===== config.mk =====
export PLATFORM = sky130hd
export DESIGN_NAME = mix_trace_tx
export DESIGN_NICKNAME = d
export VERILOG_FILES = /design/src/rtl/mix_trace_tx.sv
export SDC_FILE = /design/constraint.sdc
export NUM_CORES = 1
export LEC_CHECK = 0
export CAP_MARGIN = 25
export CORE_AREA = 2 2 145 147
export DETAILED_ROUTE_END_ITERATION = 16
export DIE_AREA = 0 0 147 149
export PLACE_DENSITY = 0.63
export SLEW_MARGIN = 5
export SYNTH_ARGS = -nofsm -noshare
export SYNTH_HDL_FRONTEND = slang
export SYNTH_SLANG_ARGS = --single-unit

===== constraint.sdc =====
create_clock -name clk -period 4.7 [get_ports clk]
set_input_delay 0.94 -clock clk [delete_from_list [all_inputs] [get_ports clk]]
set_output_delay 0.94 -clock clk [all_outputs]
set_load 0.01 [all_outputs]

===== src/rtl/mix_trace_tx.sv =====
// rtl/mix_trace_tx.sv - MIX register trace line transmitter over 8N1 UART
//
// Purpose:
//   On each retired MIX instruction (step strobe) snapshots pc, A, X and J and
//   sends them as one 43-character ASCII octal line:
//      "P pppp A saaaaaaaaaa X sxxxxxxxxxx J jjjj" CR LF
//   over an 8N1 UART, so a board run can be traced like a bench run.
//
// Ports:
//   clk      in   1   system clock, rising edge
//   reset    in   1   asynchronous, active-low reset
//   enable   in   1   1 = tracing on; 0 = step ignored
//   step     in   1   one-cycle strobe, register inputs valid
//   pc       in   12  program counter
//   reg_a    in   31  register A, [30]=sign (1=minus), [29:0]=magnitude
//   reg_x    in   31  register X, same format
//   reg_j    in   12  register J
//   tx       out  1   UART serial output, idle high
//   busy     out  1   snapshot held or being sent
//   dropped  out  1   one-cycle pulse: step arrived while busy
//   hold     out  1   only with MIX_TRACE_STALL_EN: core must freeze while 1
//
// Configuration macro: MIX_TRACE_STALL_EN
//   defined   -> hold port present, hold = busy | (step & enable), dropped tied 0
//   undefined -> no hold port, overlapping steps discarded and flagged on dropped

module mix_trace_tx #(
   parameter int CLK_HZ  = 12000000,
   parameter int BAUD    = 115200,
   parameter int DIVISOR = CLK_HZ / BAUD
) (
   input  logic        clk,
   input  logic        reset,
   input  logic        enable,
   input  logic        step,
   input  logic [11:0] pc,
   input  logic [30:0] reg_a,
   input  logic [30:0] reg_x,
   input  logic [11:0] reg_j,
   output logic        tx,
   output logic        busy,
   output logic        dropped
`ifdef MIX_TRACE_STALL_EN
   ,
   output logic        hold
`endif
);

   localparam int CW = (DIVISOR > 1) ? $clog2(DIVISOR) : 1;
   localparam logic [CW-1:0] CNT_MAX  = CW'(DIVISOR - 1);
   localparam logic [5:0]    LAST_IDX = 6'd42;

   typedef enum logic [2:0] {
      S_IDLE,
      S_LOAD,
      S_START,
      S_DATA,
      S_STOP
   } state_t;

   state_t        state_q, state_d;
   logic [CW-1:0] cnt_q, cnt_d;
   logic [2:0]    bit_q, bit_d;
   logic [5:0]    idx_q, idx_d;
   logic [7:0]    sh_q, sh_d;
   logic [11:0]   pc_q, j_q;
   logic [30:0]   a_q, x_q;
   logic          tx_q, tx_d;
   logic          accept;
   logic [7:0]    char_c;

   // Octal digit k (0 = most significant) of a 30-bit magnitude.
   function automatic logic [7:0] oct30(input logic [29:0] v, input logic [5:0] k);
      return 8'h30 | {5'b0, 3'(v >> (6'd27 - 6'd3 * k))};
   endfunction

   // Octal digit k (0 = most significant) of a 12-bit word.
   function automatic logic [7:0] oct12(input logic [11:0] v, input logic [5:0] k);
      return 8'h30 | {5'b0, 3'(v >> (6'd9 - 6'd3 * k))};
   endfunction

   function automatic logic [7:0] sign_char(input logic s);
      return s ? 8'h2D : 8'h2B;
   endfunction

   assign accept = step & enable & (state_q == S_IDLE);
   assign busy   = (state_q != S_IDLE);
   assign tx     = tx_q;

   // Character at position idx_q of the line; positions not listed are spaces.
   always_comb begin
      char_c = 8'h20;
      if (idx_q == 6'd0)
         char_c = 8'h50;
      else if (idx_q >= 6'd2 && idx_q <= 6'd5)
         char_c = oct12(pc_q, idx_q - 6'd2);
      else if (idx_q == 6'd7)
         char_c = 8'h41;
      else if (idx_q == 6'd9)
         char_c = sign_char(a_q[30]);
      else if (idx_q >= 6'd10 && idx_q <= 6'd19)
         char_c = oct30(a_q[29:0], idx_q - 6'd10);
      else if (idx_q == 6'd21)
         char_c = 8'h58;
      else if (idx_q == 6'd23)
         char_c = sign_char(x_q[30]);
      else if (idx_q >= 6'd24 && idx_q <= 6'd33)
         char_c = oct30(x_q[29:0], idx_q - 6'd24);
      else if (idx_q == 6'd35)
         char_c = 8'h4A;
      else if (idx_q >= 6'd37 && idx_q <= 6'd40)
         char_c = oct12(j_q, idx_q - 6'd37);
      else if (idx_q == 6'd41)
         char_c = 8'h0D;
      else if (idx_q == 6'd42)
         char_c = 8'h0A;
   end

   // tx_d is the line level belonging to the current state; it is registered
   // into tx_q so the pin is glitch-free, which puts the start bit of char 0
   // two cycles after the capture edge.
   always_comb begin
      state_d = state_q;
      cnt_d   = cnt_q;
      bit_d   = bit_q;
      idx_d   = idx_q;
      sh_d    = sh_q;
      tx_d    = 1'b1;
      case (state_q)
         S_IDLE: begin
            if (accept) begin
               idx_d   = 6'd0;
               state_d = S_LOAD;
            end
         end
         S_LOAD: begin
            sh_d    = char_c;
            cnt_d   = '0;
            state_d = S_START;
         end
         S_START: begin
            tx_d = 1'b0;
            if (cnt_q == CNT_MAX) begin
               cnt_d   = '0;
               bit_d   = 3'd0;
               state_d = S_DATA;
            end else begin
               cnt_d = cnt_q + 1'b1;
            end
         end
         S_DATA: begin
            tx_d = sh_q[0];
            if (cnt_q == CNT_MAX) begin
               cnt_d = '0;
               sh_d  = {1'b0, sh_q[7:1]};
               if (bit_q == 3'd7)
                  state_d = S_STOP;
               else
                  bit_d = bit_q + 3'd1;
            end else begin
               cnt_d = cnt_q + 1'b1;
            end
         end
         S_STOP: begin
            tx_d = 1'b1;
            if (cnt_q == CNT_MAX) begin
               cnt_d = '0;
               if (idx_q == LAST_IDX) begin
                  state_d = S_IDLE;
               end else begin
                  idx_d   = idx_q + 6'd1;
                  state_d = S_LOAD;
               end
            end else begin
               cnt_d = cnt_q + 1'b1;
            end
         end
         default: state_d = S_IDLE;
      endcase
   end

   always_ff @(posedge clk or negedge reset) begin
      if (!reset) begin
         state_q <= S_IDLE;
         cnt_q   <= '0;
         bit_q   <= 3'd0;
         idx_q   <= 6'd0;
         sh_q    <= 8'd0;
         pc_q    <= 12'd0;
         a_q     <= 31'd0;
         x_q     <= 31'd0;
         j_q     <= 12'd0;
         tx_q    <= 1'b1;
      end else begin
         state_q <= state_d;
         cnt_q   <= cnt_d;
         bit_q   <= bit_d;
         idx_q   <= idx_d;
         sh_q    <= sh_d;
         tx_q    <= tx_d;
         if (accept) begin
            pc_q <= pc;
            a_q  <= reg_a;
            x_q  <= reg_x;
            j_q  <= reg_j;
         end
      end
   end

`ifdef MIX_TRACE_STALL_EN
   // The core freezes while hold is high, so no step can be lost.
   assign hold    = busy | (step & enable);
   assign dropped = 1'b0;
`else
   logic dropped_q;

   always_ff @(posedge clk or negedge reset) begin
      if (!reset)
         dropped_q <= 1'b0;
      else
         dropped_q <= step & enable & busy;
   end

   assign dropped = dropped_q;
`endif

endmodule


==> results of run 1 <==
[worst paths after layout]
check / from / to / slack [ns] / depth (start not counted)
hold reg to reg: sh_q[6] / sh_q[6] / 0.48 / 2
max in group asynchronous: reset / idx_q[3] / 3.15 / 2
setup / recovery: idx_q[2] / sh_q[2] / 0.63 / 13
setup reg to reg: idx_q[2] / sh_q[2] / 0.63 / 13
hold / removal: sh_q[6] / sh_q[6] / 0.48 / 2
min in group asynchronous: reset / cnt_q[1] / 0.58 / 1
[area by class of cell]
cell class                 instances  share of cell area [%]
clock buffer                      18                    4.23
clock inverter                    14                    1.63
inverter                          37                    1.34
multi-input combinational        581                    51.9
sequential                       114                    27.6
tap                              275                    3.32
timing repair buffer             106                    9.99
[registers in the layout (all words and copies together) (netlist names)]
register,count
j_q,12
x_q,31
state_q,3
idx_q,6
sh_q,7
cnt_q,7
dropped,1
bit_q,3
tx,1
a_q,31
pc_q,12
[logic make-up after synthesis]
logic type      count (synthesis)  share of synthesized area (%)
fa+ha+maj                      48                           7.32
xor+xnor                       36                           3.91
buf+inv                        77                           4.42
compound gates                150                           11.5
flops                         114                           33.1
mux                           168                           29.7
simple gates                  179                           9.98
[synth_stat cells (all sizes together), types with 4 or more instances]
cell and count:
a211oi 5, a21o 7, a21oi 38, a22o 5
a31oi 7, a32oi 4, and3 9, buf 26
clkbuf 14, dfrtp 113, fa 4, ha 44
inv 37, mux2 91, mux2i 20, mux4 57
nand2 57, nand2b 6, nand3 24, nor2 41
nor2b 8, nor3 10, nor4 4, o21a 5
o21ai 36, o221ai 7, o22ai 6, o31ai 5
xnor2 23, xor2 12
[power groups by stage]
stage                     Sequential, mW  Combinational, mW  Clock [mW]
final                               1.05              0.448        1.35
after global routing                1.05              0.496        1.43
after CTS                           1.05              0.451        1.38
after detailed placement            1.07              0.449           0
after global placement              1.07              0.446           0
after floorplan                     1.05              0.286           0
[metal layers]
layer | GRT usage, % | share of wire (%) | vias up
met1 | 27.1 | 45 | 3219
met4 | 6.44 | 2.3 | 0
met2 | 31.8 | 48 | 176
li1 | - | - | 3099
met3 | 4.25 | 5.1 | 39
met5 | 0 | 0 | -
[worst max-delay path, stage by stage (launching register included)]
cell and delay [ns]:
dfrtp_1 0.49, inv_1 0.22, ha_1 0.44, inv_1 0.11, ha_1 0.28, inv_1 0.03
ha_1 0.36, xor2_1 0.44, buf_4 0.22, mux4_2 0.50, mux2i_1 0.29, o21ai_1 0.12
and3_1 0.15, a211o_1 0.29
==> key figures, run 1 <==
Floorplanning
  • Cell Rows: 53
  • Initial Util: 41.9%
  • Die ar.: 21900 µm²
  • Die Y: 149 µm
  • Die Wd: 147 µm
  • Num ports: 93
  • Core area: 20600 µm²

Power
  • Comb power frac: 15.7%
  • P_int: 2.07 mW
  • PwrDens: 275 nW/µm²
  • Seq pwr share: 36.8%
  • Worst VDD drop: 0.000222 V
  • P_leak: 4.55 nW
  • Sw frac: 27.4%
  • NetSw: 781 µW
  • Tot Pwr: 2.85 mW
  • Clock Power Share: 47.5%

Synth
  • FFs w/ async S/R, synth: 100%
  • Synth top area share: 32.8%
  • FF+latch count, synth: 114
  • Primary FF master, synth: dfrtp_1
  • Synthesized area per cell: 11.2 µm²
  • Synth Cell Area: 8610 µm²
  • Synth Warn #: 0
  • Mapped Cells: 772
  • Post-synthesis sequential area ratio: 33.1%
  • Syn nets: 910
  • Synth area leaders: dfrtp_1, mux4_2, mux2_2
  • Post-synth EDFFs: 0
  • Area leader, netlist: dfrtp_1
  • Synth cell types: 74

Clocking
  • Clk Latency, worst-skew pair: 0.44 ns
  • CTS tree: done
  • Resized cells post-CTS: 0
  • CTS Buf Count: 17
  • Postcts setup bufs: 0
  • Clk sink count: 114
  • Deepest clock path buffer count: 2
  • # hold bufs at CTS: 0
  • Clk root buf: clkbuf_16
  • Clk slew on worst S/H paths: 0.06 ns
  • H-tree Lvls: 4

Placement
  • GP Congestion: 0.889
  • HPWL Detailed: 15000 µm
  • Port bufs: 92
  • Area after DPL: 9760 µm²
  • Cells after DPL: 1113
  • DP Worst Slack: 0.655 ns

GRT
  • First-pass GRT wire length: 34600 µm
  • Largest net degree at the start of global routing: 94
  • Vias in the first global route: 6458
  • Initial antenna violation count: 0
  • Grt total ovfl: 0
  • Total GRT Usage: 19.8%

Drt
  • DR WL/cell: 17.9 µm
  • 1st-pass router iterations: 5
  • Antenna-violating nets left: 0
  • Via total after detailed routing: 6533
  • 1st-iter DRT viols: 348
  • Vias per cell: 5.71
  • Residual DRC: 0
  • Routed WL: 20500 µm

Worst setup path
  • Peak fanout along the critical path: 8
  • Crit path kind: register to register
  • Startpoint type of the worst setup path: register
  • Critical Path Sink Type: register
  • WP data required: 5.00 ns
  • WP data arrival: 4.37 ns

Timing
  • Min Clock Period, post-route: 4.07 ns
  • Hold Fails Final Rpt: 0
  • Tightest hold margin: 0.485 ns
  • Max-slew headroom: 50.2%
  • Max-slew violations: 0
  • Worst Tran Pin Value: 0.740 ns
  • Clock skew: 0.0215 ns
  • Period utilization: 86.6%
  • Fmax: 246 MHz
  • Setup tns final: 0 ns
  • RSZ-0062 raised after global routing: false
  • Setup WS post-layout: 0.628 ns
  • Final setup viols: 0

Finish
  • Area of the multi-input gates: 5390 µm²
  • FF+latch area: 2860 µm²
  • Final core utilization: 50.5%
  • Final net count: 995
  • Most frequent cells in the layout: dfrtp_1, clkdlybuf4s50_1, mux2_2, nand2_1
  • Commonest non-fill, non-tap cell in the layout: dfrtp_1
  • Fill count: 1845
  • N_diodes: 0
  • Non-filler instance count after layout: 1145
  • Design area: 10400 µm²
  • Fraction of layout cells with a size suffix above 1: 19.7%
  • Area Growth Syn to Fin: 20.4%

Job
  • Max-cap violations: 0

Outcome
  • Status: complete, no violations

Min path
  • Hold crit path type: register to register
Note: power is estimated with default switching activity, not from simulation.
==> run 2: changes to the inputs <==
Settings changed: PLACE_DENSITY 0.63 to 0.65.
Clock period 4.7 ns to 3.4 ns, I/O delays scaled along.
==> run 2 against run 1 <==
Compared with the run above: clock power up 41%; maximum frequency is 20% higher; sequential power increased by 38%; combinational power rose by 70%; wire length increased by 5.3%; non-clock buffer count rose by 45; via count increased by 3.4%; hold slack got worse by 0.25 ns; first-iteration DRC count increased by 46%; largest cell class unchanged; largest power group unchanged; highest routed layer unchanged.
==> key figures, run 2 (synthesized netlist as in run 1, its figures left out) <==
Finish
  • Fraction of layout cells with a size suffix above 1: 27.5%
  • Biggest regs: a_q (31), x_q (31)
  • Most frequent cells in the layout: dfrtp_1, clkdlybuf4s50_1, mux2_2, buf_4, nand2_1
  • Final net count: 1040
  • Non-filler instance count after layout: 1187
  • Fill count: 1806
  • Area Growth Syn to Fin: 28.3%
  • N_diodes: 0
  • Commonest non-fill, non-tap cell in the layout: dfrtp_1

Floorplanning
  • Cell Rows: 53
  • Die ar.: 21900 µm²
  • Die Y: 149 µm
  • Core area: 20600 µm²
  • Num ports: 93
  • Die Wd: 147 µm
  • Initial Util: 41.9%

Clocking
  • H-tree Lvls: 4
  • Deepest clock path buffer count: 2
  • Clk slew on worst S/H paths: 0.06 ns
  • Clk root buf: clkbuf_16
  • # hold bufs at CTS: 0
  • CTS tree: done
  • Clk Latency, worst-skew pair: 0.42 ns
  • Clk sink count: 114
  • CTS Buf Count: 17

Timing
  • Final setup viols: 0
  • Max-slew headroom: 52.2%
  • RSZ-0062 raised after global routing: true
  • Min Clock Period, post-route: 3.38 ns
  • Setup WS post-layout: 0.0192 ns
  • Fmax: 296 MHz
  • Max-slew violations: 0
  • Hold Fails Final Rpt: 0
  • Period utilization: 99.4%
  • Worst Tran Pin Value: 0.712 ns
  • Clock skew: 0.00749 ns

Worst setup path
  • Reg2reg path depth: 14
  • Peak fanout along the critical path: 11
  • Reg-to-reg endpoint: sh_q[1]
  • Startpoint type of the worst setup path: register
  • Worst R2R Setup Slack: 0.02 ns
  • Critical Path Sink Type: register
  • WP data required: 3.69 ns
  • Reg2reg start: idx_q[1]
  • Crit path kind: register to register
  • WP data arrival: 3.67 ns

GRT
  • Largest net degree at the start of global routing: 56
  • First-pass GRT wire length: 35600 µm
  • Vias in the first global route: 6679
  • Grt total ovfl: 0
  • Total GRT Usage: 20.5%
  • Initial antenna violation count: 0

Drt
  • 1st-pass router iterations: 5
  • DR WL/cell: 18.2 µm
  • Via total after detailed routing: 6754
  • Met3 wire len: 926 µm
  • 1st-iter DRT viols: 508
  • DR top layer: met4
  • Antenna-violating nets left: 0
  • Routed wl met2: 10500 µm
  • Residual DRC: 0
  • WL met1: 9660 µm
  • Routed WL: 21600 µm
  • Vias per cell: 5.69

Outcome
  • Status: complete, no violations

Placement
  • Port bufs: 92
  • GP Congestion: 0.921
  • Cells after DPL: 1147
  • HPWL Detailed: 15800 µm
  • DP Worst Slack: 0.0233 ns

Power
  • P_leak: 4.83 nW
  • Tot Pwr: 4.12 mW
  • Worst VDD drop: 0.000324 V
  • PwrDens: 373 nW/µm²

Job
  • Max-cap violations: 0

Min path
  • Hold crit path type: primary input to asynchronous set/reset pin
## run 2: cell count changes in the layout (fill, tap and decap cells not counted), moves of 5 or more
cell / previous run / this run
inv_1: 34 / 29
buf_4: 14 / 57
ha_4: 0 / 7
ha_1: 43 / 35
xnor2_1: 23 / 18
inv_6: 5 / 0
## run 2: final cells by class
type / instances / area, µm² / share of cell area [%]
clock inverters: 9 / 156 / 1.42
clock buffers: 20 / 467 / 4.22
inverters: 37 / 150 / 1.36
flip-flops and latches: 114 / 2860 / 25.9
multi-input cells: 581 / 5660 / 51.3
well taps: 275 / 344 / 3.11
repair buffers: 151 / 1410 / 12.7
## run 2: worst max-delay path by stage
stage | depth (start not counted) | end | startpoint | slack, ns
floorplan | 13 | sh_q[0] | idx_q[1] | -0.01
global placement | 14 | sh_q[1] | idx_q[1] | 0.06
detailed placement | 13 | sh_q[1] | idx_q[1] | 0.02
CTS | 15 | sh_q[1] | idx_q[1] | 0.004
global route | 15 | sh_q[1] | idx_q[1] | -0.15
finish | 14 | sh_q[1] | idx_q[1] | 0.02
## run 2: repair_timing
item,CTS,global route
resized for setup,0,25
pin swaps,6,16
endpoints found under the setup margin,1,3
setup buffers,4,7
## run 2: stage by stage
step | TNS (ns) | hold WS, ns | util, % | area, µm²
after floorplan | -0.0133 | 0.384 | - | 8820
after global placement | 0 | 0.469 | 49.8 | 10200
after detailed placement | 0 | 0.476 | 49.8 | 10200
after CTS | 0 | 0.249 | 52.9 | 10900
after global routing | -0.230 | 0.260 | 53.7 | 11000
final | 0 | 0.231 | 53.7 | 11000
## run 2: where the power goes
part / total (mW) / leakage, nW / switching, mW / internal (mW)
combinational: 0.761 / 3.04 / 0.339 / 0.422
clock: 1.91 / 0.296 / 0.641 / 1.27
sequential: 1.45 / 1.49 / 0.0434 / 1.40
## run 2: metal layers
metal,vias to the layer above,track usage [%]
met3,33,3.58
met1,3360,28.0
met5,-,0
met2,179,33.2
met4,0,6.88
li1,3182,-
## run 2: critical path, cell delays in order, from the launching register on
cell and delay [ns]:
dfrtp_2 0.42, buf_4 0.19, ha_1 0.24, a21oi_2 0.16, xnor2_1 0.18, ha_1 0.27
inv_1 0.08, ha_2 0.34, xor2_4 0.19, mux2_2 0.34, and3_1 0.17, nand4_1 0.11
a41oi_2 0.16, nor4_2 0.31, o21ai_1 0.08
==> run 3: changes to the inputs <==
Settings changed: CORE_AREA 2 2 145 147 to 2 2 165 167, DIE_AREA 0 0 147 149 to 0 0 167 169, PLACE_DENSITY 0.65 to 0.53, TNS_END_PERCENT from default to 1.
==> run 3 against run 2 <==
Compared with the run above: sequential power about the same; critical path depth is 1 higher; maximum frequency about the same; total power fell by 1.7%; hold slack got worse by 0.012 ns; final cell count rose by 6.1%; cell area is 1.2% higher; setup slack worse by 0.0033 ns; critical endpoint unchanged.
==> key figures, run 3 (synthesized netlist as in run 1, its figures left out) <==
Outcome
  • Status: complete, no violations

Drt
  • 1st-pass router iterations: 4
  • Met3 wire len: 791 µm
  • DR WL/cell: 18.2 µm
  • Routed wl met2: 10700 µm
  • Via total after detailed routing: 6708
  • Routed WL: 22900 µm
  • Residual DRC: 0
  • 1st-iter DRT viols: 504
  • WL met1: 10800 µm
  • DR top layer: met4
  • Antenna-violating nets left: 0
  • Vias per cell: 5.33

Timing
  • Final setup viols: 0
  • Setup WS post-layout: 0.0160 ns
  • Period utilization: 99.5%
  • Fmax: 296 MHz
  • Worst Tran Pin Value: 0.770 ns
  • Max-slew headroom: 48.2%
  • Setup tns final: 0 ns
  • Max-slew violations: 0
  • Clock skew: 0.0106 ns
  • RSZ-0062 raised after global routing: true
  • Hold Fails Final Rpt: 0
  • Min Clock Period, post-route: 3.38 ns

Worst setup path
  • Startpoint type of the worst setup path: register
  • Reg2reg path depth: 15
  • Worst R2R Setup Slack: 0.02 ns
  • Crit path kind: register to register
  • Peak fanout along the critical path: 7
  • Reg2reg start: idx_q[1]
  • Critical Path Sink Type: register
  • Setup crit start: idx_q[1]
  • Reg-to-reg endpoint: sh_q[1]
  • WP data arrival: 3.69 ns
  • Setup crit end: sh_q[1]
  • WP data required: 3.70 ns

Placement
  • HPWL Detailed: 16800 µm
  • GP Congestion: 0.841
  • DP Worst Slack: -0.124 ns
  • Port bufs: 92

Clocking
  • Clk slew on worst S/H paths: 0.07 ns
  • CTS tree: done
  • Clk root buf: clkbuf_16
  • Deepest clock path buffer count: 2
  • Clk sink count: 114
  • CTS Buf Count: 17
  • H-tree Lvls: 4
  • # hold bufs at CTS: 0
  • Clk Latency, worst-skew pair: 0.42 ns

Power
  • Tot Pwr: 4.05 mW
  • Clock Power Share: 45.7%
  • Seq pwr share: 35.8%
  • NetSw: 1.19 mW
  • Comb power frac: 18.6%
  • P_int: 2.86 mW
  • P_leak: 4.84 nW
  • Sw frac: 29.4%
  • Worst VDD drop: 0.000341 V
  • PwrDens: 362 nW/µm²

Floorplanning
  • Die Y: 169 µm
  • Cell Rows: 60
  • Die Wd: 167 µm
  • Initial Util: 32.5%
  • Num ports: 93
  • Die ar.: 28200 µm²
  • Core area: 26500 µm²

Finish
  • Area Growth Syn to Fin: 29.9%
  • Commonest non-fill, non-tap cell in the layout: dfrtp_1
  • N_diodes: 0
  • Most frequent cells in the layout: dfrtp_1, clkdlybuf4s50_1, mux2_2, nand2_1, buf_4
  • Fraction of layout cells with a size suffix above 1: 28.3%
  • Biggest regs: a_q (31), x_q (31)
  • Final net count: 1043
  • Fill count: 2557

Min path
  • Hold crit path type: primary input to asynchronous set/reset pin

GRT
  • First-pass GRT wire length: 37100 µm
  • Grt total ovfl: 0
  • Initial antenna violation count: 0
  • Vias in the first global route: 6686
  • Total GRT Usage: 16.6%
  • Largest net degree at the start of global routing: 94

Job
  • Max-cap violations: 0
## run 3: cell types whose count changed in the layout (fill, tap and decap cells not counted), moves of 3 or more
cell,before,now
clkbuf_8,3,0
buf_6,0,3
inv_8,0,4
bufinv_16,4,1
inv_6,0,7
## run 3: power by group through the flow
stage | Combinational [mW] | Sequential [mW] | Clock (mW)
final | 0.752 | 1.45 | 1.85
after global routing | 0.822 | 1.46 | 1.95
after CTS | 0.726 | 1.45 | 1.90
after detailed placement | 0.712 | 1.47 | 0
after global placement | 0.707 | 1.47 | 0
after floorplan | 0.432 | 1.45 | 0
## run 3: critical path, stage by stage (launching register included)
cell	delay (ns)
dfrtp_2	0.38
clkinvlp_4	0.20
ha_2	0.27
a21oi_4	0.18
xnor2_2	0.13
inv_1	0.07
ha_1	0.33
ha_4	0.30
or3b_2	0.43
o2111ai_1	0.14
a211oi_2	0.09
a21bo_1	0.21
nand4b_1	0.10
a211oi_2	0.07
nor4_2	0.29
o21ai_1	0.09
## run 3: metal layers
layer  vias up  track usage, %
met3        25            3.18
met2       143            26.0
met1      3340            23.1
met5         -               0
met4         0            5.43
li1       3200               -
## run 3: final cells by class
type	count	area, µm²	area share [%]
Inverter	37	148	1.32
Timing Repair Buffer	154	1450	12.9
Tap cell	341	427	3.81
Clock buffer	17	425	3.80
Sequential cell	114	2860	25.6
Multi-Input combinational cell	581	5720	51.1
Clock inverter	15	160	1.43
## run 3: worst min-delay path by stage
| stage | to | cells past startpoint |
|---|---|---|
| 4_1_cts | idx_q[3] | 1 |
| 5_1_grt | idx_q[3] | 1 |
| 2_1_floorplan | a_q[0] | 0 |
| 3_5_place_dp | sh_q[6] | 2 |
| 6_report | idx_q[3] | 1 |
| 3_3_place_gp | sh_q[6] | 2 |
## run 3: repair_timing
action	4_1_cts	5_1_grt
pin swaps	1	21
endpoints found under the setup margin	2	3
endpoints found under the hold margin	0	0
resized for setup	4	32
buffers inserted	0	9
## run 3: metrics by stage
stage / hold WS, ns / util [%] / instance area [µm²] / instances
final: 0.219 / 42.2 / 11200 / 1259
after global routing: 0.245 / 42.2 / 11200 / 1259
after CTS: 0.234 / 41.3 / 10900 / 1250
after detailed placement: 0.483 / 39.0 / 10300 / 1218
after global placement: 0.471 / 39.0 / 10300 / 1218
after floorplan: 0.384 / - / 8810 / 772
